**src/rtl/bet_settlement_if.sv**
```systemverilog
// Bet/outcome/change signal bundle between the betting front end and bet_settlement.
// The slave side is the settlement block; the master side drives bets and consumes changes.
interface bet_settlement_if #(
  parameter int WIDTH = 8
);
  logic [WIDTH-1:0] balance;
  logic [WIDTH-1:0] bet_amount;
  logic             place_bet;
  logic             bet_cancel;
  logic             outcome_valid;
  logic [1:0]       outcome;
  logic             change_ack;
  logic [WIDTH-1:0] currency_change;
  logic             change_sign;
  logic             change_valid;
  logic             bet_locked;
  logic             bet_reject;
  logic [1:0]       state;

  modport master (
    output balance, bet_amount, place_bet, bet_cancel, outcome_valid, outcome, change_ack,
    input  currency_change, change_sign, change_valid, bet_locked, bet_reject, state
  );

  modport slave (
    input  balance, bet_amount, place_bet, bet_cancel, outcome_valid, outcome, change_ack,
    output currency_change, change_sign, change_valid, bet_locked, bet_reject, state
  );
endinterface

```
**src/rtl/bet_settlement.sv**
```systemverilog
// Validates and holds one bet per round, turns the round outcome into a signed
// change (magnitude + sign) and presents it to the currency updater until acked.
module bet_settlement #(
  parameter int WIDTH   = 8,
  parameter int MIN_BET = 1
) (
  input logic              clk,
  input logic              resetn,
  bet_settlement_if.slave  bus
);
  typedef enum logic [1:0] {
    IDLE    = 2'b00,
    HELD    = 2'b01,
    SETTLE  = 2'b10,
    PRESENT = 2'b11
  } state_t;

  localparam logic [WIDTH-1:0] MIN_W = WIDTH'(MIN_BET);

  state_t           state_reg, state_next;
  logic [WIDTH-1:0] bet_reg, bet_next;
  logic [1:0]       outcome_reg, outcome_next;
  logic [WIDTH-1:0] change_reg, change_next;
  logic             sign_reg, sign_next;
  logic             reject_reg, reject_next;

  logic             bet_ok;
  logic [WIDTH:0]   bj_sum;
  logic [WIDTH-1:0] bj_change;

  assign bet_ok = (bus.bet_amount >= MIN_W) && (bus.bet_amount <= bus.balance);

  // Blackjack pays 3:2 (floored); the extra bit catches overflow for saturation.
  assign bj_sum    = {1'b0, bet_reg} + {2'b00, bet_reg[WIDTH-1:1]};
  assign bj_change = bj_sum[WIDTH] ? {WIDTH{1'b1}} : bj_sum[WIDTH-1:0];

  always_ff @(posedge clk or negedge resetn) begin
    if (!resetn) begin
      state_reg   <= IDLE;
      bet_reg     <= '0;
      outcome_reg <= '0;
      change_reg  <= '0;
      sign_reg    <= 1'b0;
      reject_reg  <= 1'b0;
    end else begin
      state_reg   <= state_next;
      bet_reg     <= bet_next;
      outcome_reg <= outcome_next;
      change_reg  <= change_next;
      sign_reg    <= sign_next;
      reject_reg  <= reject_next;
    end
  end

  always_comb begin
    state_next   = state_reg;
    bet_next     = bet_reg;
    outcome_next = outcome_reg;
    change_next  = change_reg;
    sign_next    = sign_reg;
    reject_next  = 1'b0;
    case (state_reg)
      IDLE: begin
        if (bus.place_bet) begin
          if (bet_ok) begin
            bet_next   = bus.bet_amount;
            state_next = HELD;
          end else begin
            reject_next = 1'b1;
          end
        end
      end
      HELD: begin
        // An outcome arriving with a cancel still settles the round.
        if (bus.outcome_valid) begin
          outcome_next = bus.outcome;
          state_next   = SETTLE;
        end else if (bus.bet_cancel) begin
          state_next = IDLE;
        end
      end
      SETTLE: begin
        case (outcome_reg)
          2'b00:   begin change_next = bet_reg;   sign_next = 1'b1; end
          2'b01:   begin change_next = '0;        sign_next = 1'b0; end
          2'b10:   begin change_next = bet_reg;   sign_next = 1'b0; end
          default: begin change_next = bj_change; sign_next = 1'b0; end
        endcase
        state_next = PRESENT;
      end
      PRESENT: begin
        if (bus.change_ack) begin
          change_next = '0;
          sign_next   = 1'b0;
          state_next  = IDLE;
        end
      end
      default: state_next = IDLE;
    endcase
  end

  always_comb begin
    bus.currency_change = change_reg;
    bus.change_sign     = sign_reg;
    bus.change_valid    = (state_reg == PRESENT);
    bus.bet_locked      = (state_reg != IDLE);
    bus.bet_reject      = reject_reg;
    bus.state           = state_reg;
  end
endmodule
```
**src/flat_wrapper.sv**
```systemverilog
// flat-port wrapper written by rule: the top's interface ports become plain ports
module bet_settlement_flat 
#(
  parameter int WIDTH   = 8,
  parameter int MIN_BET = 1
)
  (clk, resetn, bus_balance, bus_bet_amount, bus_place_bet, bus_bet_cancel, bus_outcome_valid, bus_outcome, bus_change_ack, bus_currency_change, bus_change_sign, bus_change_valid, bus_bet_locked, bus_bet_reject, bus_state);
  bet_settlement_if #(.WIDTH(WIDTH)) bus_i ();
  input logic clk;
  input logic resetn;
  input wire logic [$bits(bus_i.balance)-1:0] bus_balance;
  input wire logic [$bits(bus_i.bet_amount)-1:0] bus_bet_amount;
  input wire logic [$bits(bus_i.place_bet)-1:0] bus_place_bet;
  input wire logic [$bits(bus_i.bet_cancel)-1:0] bus_bet_cancel;
  input wire logic [$bits(bus_i.outcome_valid)-1:0] bus_outcome_valid;
  input wire logic [$bits(bus_i.outcome)-1:0] bus_outcome;
  input wire logic [$bits(bus_i.change_ack)-1:0] bus_change_ack;
  output wire logic [$bits(bus_i.currency_change)-1:0] bus_currency_change;
  output wire logic [$bits(bus_i.change_sign)-1:0] bus_change_sign;
  output wire logic [$bits(bus_i.change_valid)-1:0] bus_change_valid;
  output wire logic [$bits(bus_i.bet_locked)-1:0] bus_bet_locked;
  output wire logic [$bits(bus_i.bet_reject)-1:0] bus_bet_reject;
  output wire logic [$bits(bus_i.state)-1:0] bus_state;
  assign bus_i.balance = bus_balance;
  assign bus_i.bet_amount = bus_bet_amount;
  assign bus_i.place_bet = bus_place_bet;
  assign bus_i.bet_cancel = bus_bet_cancel;
  assign bus_i.outcome_valid = bus_outcome_valid;
  assign bus_i.outcome = bus_outcome;
  assign bus_i.change_ack = bus_change_ack;
  assign bus_currency_change = bus_i.currency_change;
  assign bus_change_sign = bus_i.change_sign;
  assign bus_change_valid = bus_i.change_valid;
  assign bus_bet_locked = bus_i.bet_locked;
  assign bus_bet_reject = bus_i.bet_reject;
  assign bus_state = bus_i.state;
  bet_settlement #(.WIDTH(WIDTH), .MIN_BET(MIN_BET)) u_core (.clk(clk), .resetn(resetn), .bus(bus_i));
endmodule
```
**config.mk**
```make
export PLATFORM = sky130hd
export DESIGN_NAME = bet_settlement_flat
export DESIGN_NICKNAME = d
export VERILOG_FILES = /design/src/rtl/bet_settlement_if.sv /design/src/rtl/bet_settlement.sv /design/src/flat_wrapper.sv
export SDC_FILE = /design/constraint.sdc
export NUM_CORES = 1
export LEC_CHECK = 0
export CAP_MARGIN = 30
export CORE_MARGIN = 10
export CORE_UTILIZATION = 49
export DETAILED_ROUTE_END_ITERATION = 8
export PLACE_DENSITY = 0.77
export SYNTH_ARGS = -nofsm -noshare
export SYNTH_HDL_FRONTEND = slang
export SYNTH_SLANG_ARGS = --single-unit
```
**constraint.sdc**
```tcl
create_clock -name clk -period 2.7 [get_ports clk]
set_input_delay 0.27 -clock clk [delete_from_list [all_inputs] [get_ports clk]]
set_output_delay 0.27 -clock clk [all_outputs]
set_load 0.01 [all_outputs]
```
Word level (Yosys, flattened, before mapping)
Index checks and enable logic that the tools add are counted.
W data, S select, Z words.

cells by class
  add/sub/neg operators = 1
  order comparisons = 2
  equality and inequality tests = 9
  mux-type cells = 16
  reduce and logical (&&, ||, !) cells = 10

operator list
  kind                  count
  $pmux W8 S2           2
  $mux W8               2
  $mux W2               5
  $add A8 B7 Y9         1
  $ge A8 B1 Y1 const B  1
  $le A8 B8 Y1          1
  $pmux W2 S4           1
  $eq A2 B2 Y1 const B  3
  $mux W1               5
  $eq A2 B1 Y1 const B  2
  $logic_not A2 Y1      2
  $ne A2 B2 Y1 const B  2
  $reduce_and A2 Y1     2
  $reduce_and A4 Y1     1
  $reduce_bool A2 Y1    2
  $ne A3 B3 Y1 const B  1
  $reduce_and A3 Y1     1
  $ne A2 B1 Y1 const B  1
  $pmux W1 S2           1
  $reduce_or A2 Y1      1
  $logic_and A1 B1 Y1   1

storage, ports and cells
  bits in registers = 22
  bits of input ports = 24
  output and inout bits = 14
  logic and storage cells = 44

Depth between registers and ports, before layout
  depth after elaboration = 5
  gate-level depth with buffers = 7

Worst setup path before layout
No wires, ideal clock.

  path kind = register to register
  from = register u_core.bet_reg[1]
  to = register u_core.change_reg[2] (netlist: u_core.bus.currency_change[2])
  library setup time = 133 ps
  arrival = 1969 ps
  setup slack = 598 ps
  cell stages (with the launch flop) = 8
  buffers on the path = 0
  clock period less this slack = 2102 ps
  path through = dfrtp_1 > ha_1 > fa_1 > a211oi_1 > o21a_1 > nor2_1 > o311ai_0 > nand2_1

between the ends
  word-level cells in the longest chain between the ends = 4

ends and longest elaborated chain
  element                 RTL line              RTL
  start, declared         bet_settlement.sv:21  logic [WIDTH-1:0] bet_reg, bet_next;
  start signal, assigned  bet_settlement.sv:47  bet_reg <= bet_next;
  $add A8 B7 Y9           bet_settlement.sv:34  assign bj_sum = {1'b0, bet_reg} + {2'b00, bet_reg[WIDTH-1:1]};
  $mux W8                 bet_settlement.sv:35  assign bj_change = bj_sum[WIDTH] ? {WIDTH{1'b1}} : bj_sum[WIDTH-1:0];
  $pmux W8 S2             bet_settlement.sv:83  case (outcome_reg)
  $pmux W8 S2             bet_settlement.sv:62  case (state_reg)
  end signal, assigned    bet_settlement.sv:49  change_reg <= change_next;
  end, declared           bet_settlement.sv:23  logic [WIDTH-1:0] change_reg, change_next;

Every way passes these cells.
A chain may end at the register's enable or synchronous reset.

Final worst setup path
Ends and elaborated chain as after synthesis.

==> results <==
-- power groups by stage --
stage	combinational (mW)	sequential (mW)	clock, mW
after floorplan	0.907	0.626	0
after global placement	1.27	0.638	0
after detailed placement	1.34	0.646	0
after CTS	1.35	0.639	0.267
after global routing	1.51	0.661	0.282
final	1.36	0.642	0.265
-- cell families (layout without fill, tap and decap cells) --
logic type | Yosys count | in the layout | share of synthesized area [%]
AO/OA/AOI/OAI | 52 | 52 | 21.8
AND/OR/NAND/NOR | 41 | 41 | 13.9
flip-flops | 22 | 22 | 35.6
adder cells (fa/ha/maj) | 17 | 17 | 14.2
buffers and inverters | 15 | 56 | 3.64
multiplexers | 11 | 11 | 7.93
XOR/XNOR | 5 | 5 | 2.83
-- worst max-delay path by stage --
stage / depth (start not counted) / start / to / slack [ns]
floorplan: 7 / u_core.bet_reg[1]$_DFFE_PN0P_ / u_core.bus.currency_change[2]$_DFFE_PN0P_ / 0.60
CTS: 7 / u_core.bet_reg[1]$_DFFE_PN0P_ / u_core.bus.currency_change[2]$_DFFE_PN0P_ / 0.28
finish: 7 / u_core.bet_reg[1]$_DFFE_PN0P_ / u_core.bus.currency_change[2]$_DFFE_PN0P_ / 0.27
detailed placement: 7 / bus_bet_amount[0] / u_core.bet_reg[4]$_DFFE_PN0P_ / 0.07
global route: 7 / u_core.bet_reg[1]$_DFFE_PN0P_ / u_core.bus.currency_change[2]$_DFFE_PN0P_ / 0.17
global placement: 7 / bus_bet_amount[0] / u_core.bet_reg[0]$_DFFE_PN0P_ / 0.19
-- layout make-up --
class                   instances  area (um^2)  area share [%]
multi-input cells             126          940            46.3
flip-flops and latches         22          551            27.1
repair buffers                 38          378            18.6
well taps                      44         55.1            2.71
inverters                      14         52.6            2.59
clock inverters                 1         30.0            1.48
clock buffers                   3         22.5            1.11
-- critical path, stage by stage (launching register included) --
cell,delay [ns]
sky130_fd_sc_hd__dfrtp_1,0.47
sky130_fd_sc_hd__ha_1,0.26
sky130_fd_sc_hd__fa_1,0.43
sky130_fd_sc_hd__a211oi_1,0.34
sky130_fd_sc_hd__o21a_1,0.23
sky130_fd_sc_hd__nor2_1,0.13
sky130_fd_sc_hd__o311ai_0,0.37
sky130_fd_sc_hd__nand2_1,0.08
-- placed cells by master, fill, tap and decap left out, types with 2 or more instances in the layout --
| master | Yosys | layout |
|---|---|---|
| sky130_fd_sc_hd__clkdlybuf4s50_1 | 0 | 37 |
| sky130_fd_sc_hd__dfrtp_1 | 22 | 22 |
| sky130_fd_sc_hd__nand2_1 | 16 | 16 |
| sky130_fd_sc_hd__ha_1 | 16 | 16 |
| sky130_fd_sc_hd__a21oi_1 | 15 | 15 |
| sky130_fd_sc_hd__inv_1 | 14 | 14 |
| sky130_fd_sc_hd__mux2_2 | 10 | 10 |
| sky130_fd_sc_hd__o21ai_0 | 9 | 9 |
| sky130_fd_sc_hd__nor2_1 | 7 | 7 |
| sky130_fd_sc_hd__a21o_1 | 4 | 4 |
| sky130_fd_sc_hd__a22oi_1 | 4 | 4 |
| sky130_fd_sc_hd__xnor2_1 | 4 | 4 |
| sky130_fd_sc_hd__o211ai_1 | 3 | 3 |
| sky130_fd_sc_hd__nor3_1 | 3 | 3 |
| sky130_fd_sc_hd__o21bai_1 | 3 | 3 |
| sky130_fd_sc_hd__clkbuf_4 | 0 | 3 |
| sky130_fd_sc_hd__and2_1 | 2 | 2 |
| sky130_fd_sc_hd__nor4_1 | 2 | 2 |
| sky130_fd_sc_hd__nand4_1 | 2 | 2 |
| sky130_fd_sc_hd__o21a_1 | 2 | 2 |
| sky130_fd_sc_hd__nor2b_1 | 2 | 2 |
| sky130_fd_sc_hd__nand2b_1 | 2 | 2 |
| sky130_fd_sc_hd__a211oi_1 | 2 | 2 |
-- stage by stage --
| stage | setup WS (ns) | hold WS, ns |
|---|---|---|
| final | 0.274 | 0.254 |
| after global routing | 0.169 | 0.262 |
| after CTS | 0.280 | 0.264 |
| after detailed placement | 0.0721 | 0.476 |
| after global placement | 0.191 | 0.461 |
| after floorplan | 0.598 | -0.0256 |
-- layer usage --
layer | global-route usage (%) | wire (um) | part of all wire [%]
met1 | 15.0 | 1670 | 42
met2 | 25.3 | 2060 | 51
met3 | 3.07 | 181 | 4.5
met4 | 8.92 | 110 | 2.7
met5 | 0 | 0 | 0
==> summary by stage <==
Route
The first detailed-routing pass ran for 6 iterations. In this run the remaining antenna-violating nets after routing total 0. Detailed routing inserted a total of between 1000 and 1500 vias. The detailed-route vias per instance is 5.66. The detailed-route wire length per cell is 16.2 um. The final routed wirelength across all metal layers is slightly above 4000 um. The detailed router finished its first iteration with 88 violations. After detailed routing, the number of remaining DRC violations is 0.

STA
The shortest period the worst path allows is about 2.4 ns. The final count of hold timing violations was 0. The worst clock skew on the final layout is about 0.0016 ns. The achievable clock frequency is between 400 and 500 MHz. Setup repair after global routing left no endpoint under its margin. The remaining max-slew budget at the tightest pin is 62.9%. Setup violations remaining at the end of the flow were counted as 0.

Adding up every negative setup slack in the final design gives 0 ns. For the pin with the worst max-slew slack, the measured transition is 0.555 ns. The final critical path takes up around nine tenths of the cycle.

The total count of max-transition violations in the final report is 0.

Status
The run finished with clean final reports.

Clock network
The maximum clock path buffer count is 2. The latest clock arrival within the worst-skew pair is ~0.34 ns. Gates resized during post-CTS repair numbered 0.

The number of buffers added for setup after CTS is 0. CTS saw 22 sinks. After clock tree synthesis, the flow added hold-fix buffers numbering 0. In this run the number of H-tree levels came out at 1.

The clock-pin slew on the worst setup and hold paths is 0.13 ns. The number of buffers added by the clock tree synthesis step is 3. The root buffer cell is sky130_fd_sc_hd__clkbuf_4. The clock tree from TritonCTS is yes.

Power
Total power for the finished layout comes to ~2.3 mW. Sequential cells account for 28.4% of the total power. The clock network power share is about an eighth. Internal power comes to between 1 and 1.5 mW.

The switching share of power is 43.3%. Combinational logic burns 59.9% of the power. In this run the power density over the cells is between 1000 and 1500 nW/um^2.

The worst-case IR drop observed on VDD is 442 uV. The leakage power summed over all cells is between 0.9 and 1 nW. The power dissipated by switching net loads is a little under 1 mW.

Placed design
The count of placed standard cells including taps is around 240. The number of buffers added on ports is 37. The congestion estimate from routability-driven global placement came to about 0.9. The placed instances occupy a cell area of 1980 um^2. The detailed-placement wirelength estimate is 3350 um.

Synthesis
The number of different library cells used by synthesis comes to 40. sky130_fd_sc_hd__dfrtp_1 takes more of the synthesized area than any other cell. In this run, synthesis inferred 0 flip-flops with an integrated enable. In this run the cell area of the synthesized design comes to between 1500 and 2000 um^2. During synthesis, Yosys emitted a total of 0 warnings. Sorting the synthesized cells by area gives the leading types as sky130_fd_sc_hd__dfrtp_1 (36%), sky130_fd_sc_hd__ha_1 (13%), sky130_fd_sc_hd__mux2_2 (7.3%). The synthesized design devotes to its leading area cell type 35.6% of total area. The most used standard cell by instance count after synthesis is sky130_fd_sc_hd__dfrtp_1.

The synthesis-stage register bit count is 22. The number of cells produced by synthesis is roughly 160. In the synthesized netlist the async set-or-reset flop fraction comes to 100%. The most used flip-flop cell after synthesis is sky130_fd_sc_hd__dfrtp_1.

The fraction of the yosys area taken by sequential cells is 35.6%. By count the netlist is led by sky130_fd_sc_hd__dfrtp_1 (22), sky130_fd_sc_hd__ha_1 (16), sky130_fd_sc_hd__nand2_1 (16). The post-synth net total is 204. The mean instance size in the synthesized netlist is between 9 and 10 um^2.

Cells and area
The area added between synthesis and finish is 31.1%. The antenna diode count is 0. Once layout is done, the placed cells without fillers occupy ~2000 um^2.

The final layout contains approximately 250 nets. The number of standard cells in the layout, taps in and fillers out is 248. The final core utilization is roughly 67%. The layout has 257 filler cells. The share of layout cells above drive strength 1 is under 10%.

Run
The number of max-capacitance violations reported is 0.

GRT
The global-route wire length before repair is between 6000 and 7000 um. Entering global routing, the biggest net connects 23 pins. The via count of the first global-routing pass is about 1500. In the global route stage, overall resource usage came out at between 10% and 20%. The number of antenna violations at the first check in global routing is 0. The remaining global-route overflow is 0.

Setup path
The data required time of the worst path is 2.93 ns. The setup path with the least slack is of type reg2reg. The kind of launch point of the worst setup path is a register. Data on the critical path arrives at its endpoint at ~2.7 ns.

The worst setup path is captured at a register. The endpoint of the worst register-to-register path is u_core.bus.currency_change[2]$_DFFE_PN0P_. Setup slack on the worst reg-to-reg path comes out at between 0.2 and 0.3 ns. The maximum fanout encountered on the critical timing path is 7. Measured in cells, the most critical reg-to-reg path has a length of 7. The worst reg2reg path startpoint is u_core.bet_reg[1]$_DFFE_PN0P_.

Die
The floorplan step defined a die boundary enclosing 5800 um^2. For this configuration, the core starts out at a cell density of about half. In this run the horizontal extent of the chip is ~76 um. The core region is 3030 um^2. The number of cell rows is 20. In this run the count of I/O pins placed on the die edge is 38. The floorplan die height is 76.2 um.

Min path
The type of the most critical hold path is in2async.
(Power assumes the default switching activity.)
